File: config.mk
export PLATFORM = sky130hd
export DESIGN_NAME = ttl_counter_n
export DESIGN_NICKNAME = d
export VERILOG_FILES = /design/src/rtl/ttl_counter_n.sv
export SDC_FILE = /design/constraint.sdc
export NUM_CORES = 1
export LEC_CHECK = 0
export CORE_AREA = 2 2 39 41
export CTS_CLUSTER_SIZE = 12
export DETAILED_ROUTE_END_ITERATION = 12
export DIE_AREA = 0 0 41 43
export HOLD_SLACK_MARGIN = 0.03
export PLACE_DENSITY = 0.69
export SKIP_LAST_GASP = 1
export SLEW_MARGIN = 10
export SYNTH_ARGS = -nofsm -noshare
export SYNTH_HDL_FRONTEND = slang
export SYNTH_SLANG_ARGS = --single-unit
File: constraint.sdc
create_clock -name clk -period 4.6 [get_ports clk]
set_clock_uncertainty 0.15 [all_clocks]
set_input_delay 0.46 -clock clk [delete_from_list [all_inputs] [get_ports clk]]
set_output_delay 0.46 -clock clk [all_outputs]
set_load 0.01 [all_outputs]
File: src/rtl/ttl_counter_n.sv
// ttl_counter_n
//   Presettable synchronous counter built from NIBBLES cascaded 4-bit digits.
//   Each digit is binary (0..15) or decade (0..9), selected by BCD. The counter
//   counts up or down and has a synchronous clear, a synchronous load, a
//   combinational terminal-count output and a registered wrap pulse.
//
// Ports
//   clk     in   counter clock; all state changes on the rising edge
//   n_clr   in   asynchronous active-low reset (q=0, wrap=0)
//   n_sclr  in   synchronous active-low clear (highest edge priority)
//   n_load  in   synchronous active-low parallel load of din
//   din     in   [4*NIBBLES-1:0] load data, loaded verbatim
//   enp     in   count enable P
//   ent     in   count enable T; also gates rco
//   up_dn   in   1 = count up, 0 = count down
//   q       out  [4*NIBBLES-1:0] counter value, digit 0 in q[3:0]
//   rco     out  ent & all digits at terminal value (combinational)
//   wrap    out  one-cycle pulse following an edge on which the counter wrapped
module ttl_counter_n #(
    parameter int unsigned NIBBLES = 1,
    parameter bit          BCD     = 1'b0
) (
    input  logic                   clk,
    input  logic                   n_clr,
    input  logic                   n_sclr,
    input  logic                   n_load,
    input  logic [4*NIBBLES-1:0]   din,
    input  logic                   enp,
    input  logic                   ent,
    input  logic                   up_dn,
    output logic [4*NIBBLES-1:0]   q,
    output logic                   rco,
    output logic                   wrap
);

    localparam int unsigned W   = 4 * NIBBLES;
    localparam logic [3:0]  TOP = BCD ? 4'd9 : 4'd15;

    logic [W-1:0]       r_q;
    logic               r_wrap;
    logic [W-1:0]       w_q_next;
    logic [NIBBLES-1:0] w_term;
    logic               w_count;
    logic               w_all_term;
    logic               w_carry;

    // One step of a single digit. Invalid decade digits jump straight to the
    // wrap target of the current direction.
    function automatic logic [3:0] digit_step(input logic [3:0] d, input logic up);
        if (BCD && (d > 4'd9)) begin
            return up ? 4'd0 : 4'd9;
        end
        if (up) begin
            return (d == TOP) ? 4'd0 : d + 4'd1;
        end
        return (d == 4'd0) ? TOP : d - 4'd1;
    endfunction

    // Terminal value per digit. An invalid decade digit never matches either
    // terminal value, so it can never propagate a carry or borrow.
    always_comb begin
        w_term = '0;
        for (int unsigned i = 0; i < NIBBLES; i++) begin
            w_term[i] = up_dn ? (r_q[4*i +: 4] == TOP) : (r_q[4*i +: 4] == 4'd0);
        end
    end

    assign w_count    = enp & ent;
    assign w_all_term = &w_term;

    // Ripple enable: a digit steps only when every digit below it is terminal.
    always_comb begin
        w_q_next = r_q;
        w_carry  = w_count;
        for (int unsigned i = 0; i < NIBBLES; i++) begin
            if (w_carry) begin
                w_q_next[4*i +: 4] = digit_step(r_q[4*i +: 4], up_dn);
            end
            w_carry = w_carry & w_term[i];
        end
    end

    always_ff @(posedge clk or negedge n_clr) begin
        if (!n_clr) begin
            r_q    <= '0;
            r_wrap <= 1'b0;
        end else if (!n_sclr) begin
            r_q    <= '0;
            r_wrap <= 1'b0;
        end else if (!n_load) begin
            r_q    <= din;
            r_wrap <= 1'b0;
        end else begin
            r_q    <= w_q_next;
            r_wrap <= w_count & w_all_term;
        end
    end

    assign q    = r_q;
    assign rco  = ent & w_all_term;
    assign wrap = r_wrap;

endmodule

==> impl_metrics.env <==
export IMPL_status="completed"
export IMPL_ir_worst_vdd_uv=137.7
export IMPL_cts_root_buf="clkbuf_4"
export IMPL_nets=80
export IMPL_antenna_cells_inserted=0
export IMPL_core_area_sq_mm=0.001384
export IMPL_synth_distinct_cells=32
export IMPL_first_iter_violations=10
export IMPL_final_util_pct=45.30
export IMPL_hold_viol=0
export IMPL_std_cell_rows=14
export IMPL_wire_per_inst_microns=12.81
export IMPL_synthTopCellsByCount="dfrtp_1, a21oi_1, nand2_1"
export IMPL_cts_hold_buf=0
export IMPL_m1WireLength_microns=442
export IMPL_whs_ns=0.2931
export IMPL_via_count=418
export IMPL_cp_slowest_cell="clkdlybuf4s50_1"
export IMPL_max_freq_mhz=373.2
export IMPL_dp_cells=77
export IMPL_synthFlopType="dfrtp_1"
export IMPL_viasPerCell=5.160
export IMPL_p_per_area_mw_per_mm2=240.0
export IMPL_rsz0062_at_grt="no"
export IMPL_post_place_ws_ns=1.955
export IMPL_final_cell_count_no_fill=81
export IMPL_cts_num_sinks=5
export IMPL_r2r_slack_ns=2.95
export IMPL_post_cts_buffers=0
export IMPL_crit_path_frequent_cell="clkdlybuf4s50_1"
export IMPL_met3WireLength_microns=24
export IMPL_critical_path_buf_inv_count=2
export IMPL_min_period_ns=2.679
export IMPL_ys_warn_count=0
export IMPL_synth_edf_count=0
export IMPL_antenna_found_initial=0
export IMPL_drc=0
export IMPL_cts_max_level=1
export IMPL_cts_buffer_depth=2
export IMPL_start_util_pct=31.56
export IMPL_worstPathRequired_ns=3.99
export IMPL_tritoncts="done"
export IMPL_fp_dieW_microns=41
export IMPL_crit_family="buffers and inverters"
export IMPL_ys_ff_latch=5
export IMPL_clk_latency_ns=0.24
export IMPL_grt_start_max_net_pins=11
export IMPL_power_leakage_nw=0.2692
export IMPL_fill_cells=140
export IMPL_min_path_type="primary input to async pin"
export IMPL_synth_area_leader_cell="dfrtp_1"
export IMPL_drt_wl_total_microns=1038
export IMPL_synthesis_area_sq_um=436.7
export IMPL_grt_pass1_vias=401
export IMPL_die_y_microns=43
export IMPL_area_growth_pct=43.55
export IMPL_synthArstFlopShare_pct=100.0
export IMPL_dieArea_sq_mm=0.001763
export IMPL_max_slew_margin_pct=77.14
export IMPL_dr_wl_met2_microns=571
export IMPL_crit_arrival_ns=2.07
export IMPL_hpwl_microns=800.3
export IMPL_synth_top_area_share_pct=28.65
export IMPL_crit_chain="clkdlybuf4s50_1 > o31ai_1 > and2_1 > clkdlybuf4s50_1"
export IMPL_syn_inst=47
export IMPL_worst_slack_ns=1.921
export IMPL_grt_pass1_wl_microns=1614
export IMPL_grt_usage_pct=12.88
export IMPL_synth_nets=61
export IMPL_setup_violations=0
export IMPL_top_layer_used="met3"
export IMPL_tns_ns=0
export IMPL_startpoint_type="primary input"
export IMPL_final_max_slew_viol_count=0
export IMPL_final_antenna_net_count=0
export IMPL_slowest_delay_ns=0.56
export IMPL_postLayoutCellArea_sq_um=626.9
export IMPL_postPlaceCellArea_sq_um=600.6
export IMPL_postSynthAreaPerCell_sq_um=9.291
export IMPL_grt_overflow=0
export IMPL_tightest_slew_ns=0.3418
export IMPL_worstSetupEndpointType="output port"
export IMPL_drtPass1Iterations=4
export IMPL_synth_area_leaders="dfrtp_1, ha_1, a21oi_1, o211a_1, mux2_4"
export IMPL_place_gp_congestion=0.7818
export IMPL_numPortBuffers=16
export IMPL_cts_resized_gates=0
export IMPL_crit_type="primary input to output port"
export IMPL_drv_cap=0
export IMPL_ioPinCount=17
export IMPL_drive_above_1_share_pct=13.85
export IMPL_seq_area_frac_synth_pct=28.65
export IMPL_synth_most_common_cell="dfrtp_1"
export IMPL_period_share_pct=58.24
export IMPL_critical_path_max_fanout=8
export IMPL_report_power_total_mw=0.1505
export IMPL_clkTransAtPathRegs_ns=0.05
export IMPL_cts_made_buffers=3
[registers in the layout (all words and copies together) (netlist names)]
name / cells
wrap: 1
q: 4
[final cells by class]
class | count | area, sq um | share of cell area [%]
clock buffer | 4 | 26.28 | 4.192
inverter | 3 | 13.76 | 2.196
multi-input combinational | 37 | 281.5 | 44.91
sequential | 5 | 125.1 | 19.96
tap | 16 | 20.02 | 3.194
timing repair buffer | 16 | 160.2 | 25.55
[layout by cell type, fill, tap and decap left out]
master           count
a21oi_1              4
nor4b_1              1
o21ai_1              1
clkdlybuf4s50_1     16
o21ai_0              1
o21bai_1             1
mux2_2               1
nand2b_1             1
o31ai_1              1
mux2_4               1
clkbuf_1             1
dfrtp_1              5
and4_1               1
nor2b_1              1
nand2_1              4
xor2_1               1
xnor2_1              1
ha_1                 3
nand4_1              2
o21a_1               1
nor2_1               1
a22oi_2              1
and2_4               1
o311a_1              1
and2_1               1
nor4_1               1
o211a_1              2
inv_4                1
a31oi_1              1
a21oi_2              1
inv_1                2
o211ai_1             1
clkbuf_4             3
[layer usage]
layer	vias to the layer above	GRT usage, %
met4	0	2.000
met5	-	0
met2	7	20.00
li1	210	-
met3	0	3.141
met1	201	17.80
[power breakdown]
part | total, mW | internal (mW) | leakage [nW] | switching, mW
clock network | 0.0517 | 0.0329 | 0.0150 | 0.0188
registers | 0.0523 | 0.0469 | 0.0660 | 0.00544
logic | 0.0465 | 0.0267 | 0.188 | 0.0198
total | 0.150 | 0.106 | 0.269 | 0.0440
[worst register-to-register path: stages, from the launching register on]
cell and delay, ns:
dfrtp_1 0.45, inv_1 0.13, ha_1 0.18, o21bai_1 0.11, a21oi_1 0.08, o311a_1 0.34, a22oi_2 0.14
[worst paths after layout]
| check | from | to | cells past startpoint |
|---|---|---|---|
| setup / recovery | up_dn | rco | 4 |
| hold / removal | n_clr | wrap | 1 |
| setup reg to reg | q[0] | q[3] | 6 |
| hold reg to reg | q[3] | q[3] | 2 |
| max in group asynchronous | n_clr | q[0] | 1 |
| min in group clk | q[3] | q[3] | 2 |
[cells by family after synthesis]
| group | count (synthesis) | share of synthesized area [%] |
|---|---|---|
| mux | 2 | 6.016 |
| flops | 5 | 28.65 |
| buf+inv | 5 | 6.877 |
| xor+xnor | 2 | 4.012 |
| compound gates | 16 | 26.94 |
| fa+ha+maj | 3 | 8.597 |
| simple gates | 14 | 18.91 |
No activity file was read; power rests on OpenSTA's default activity.
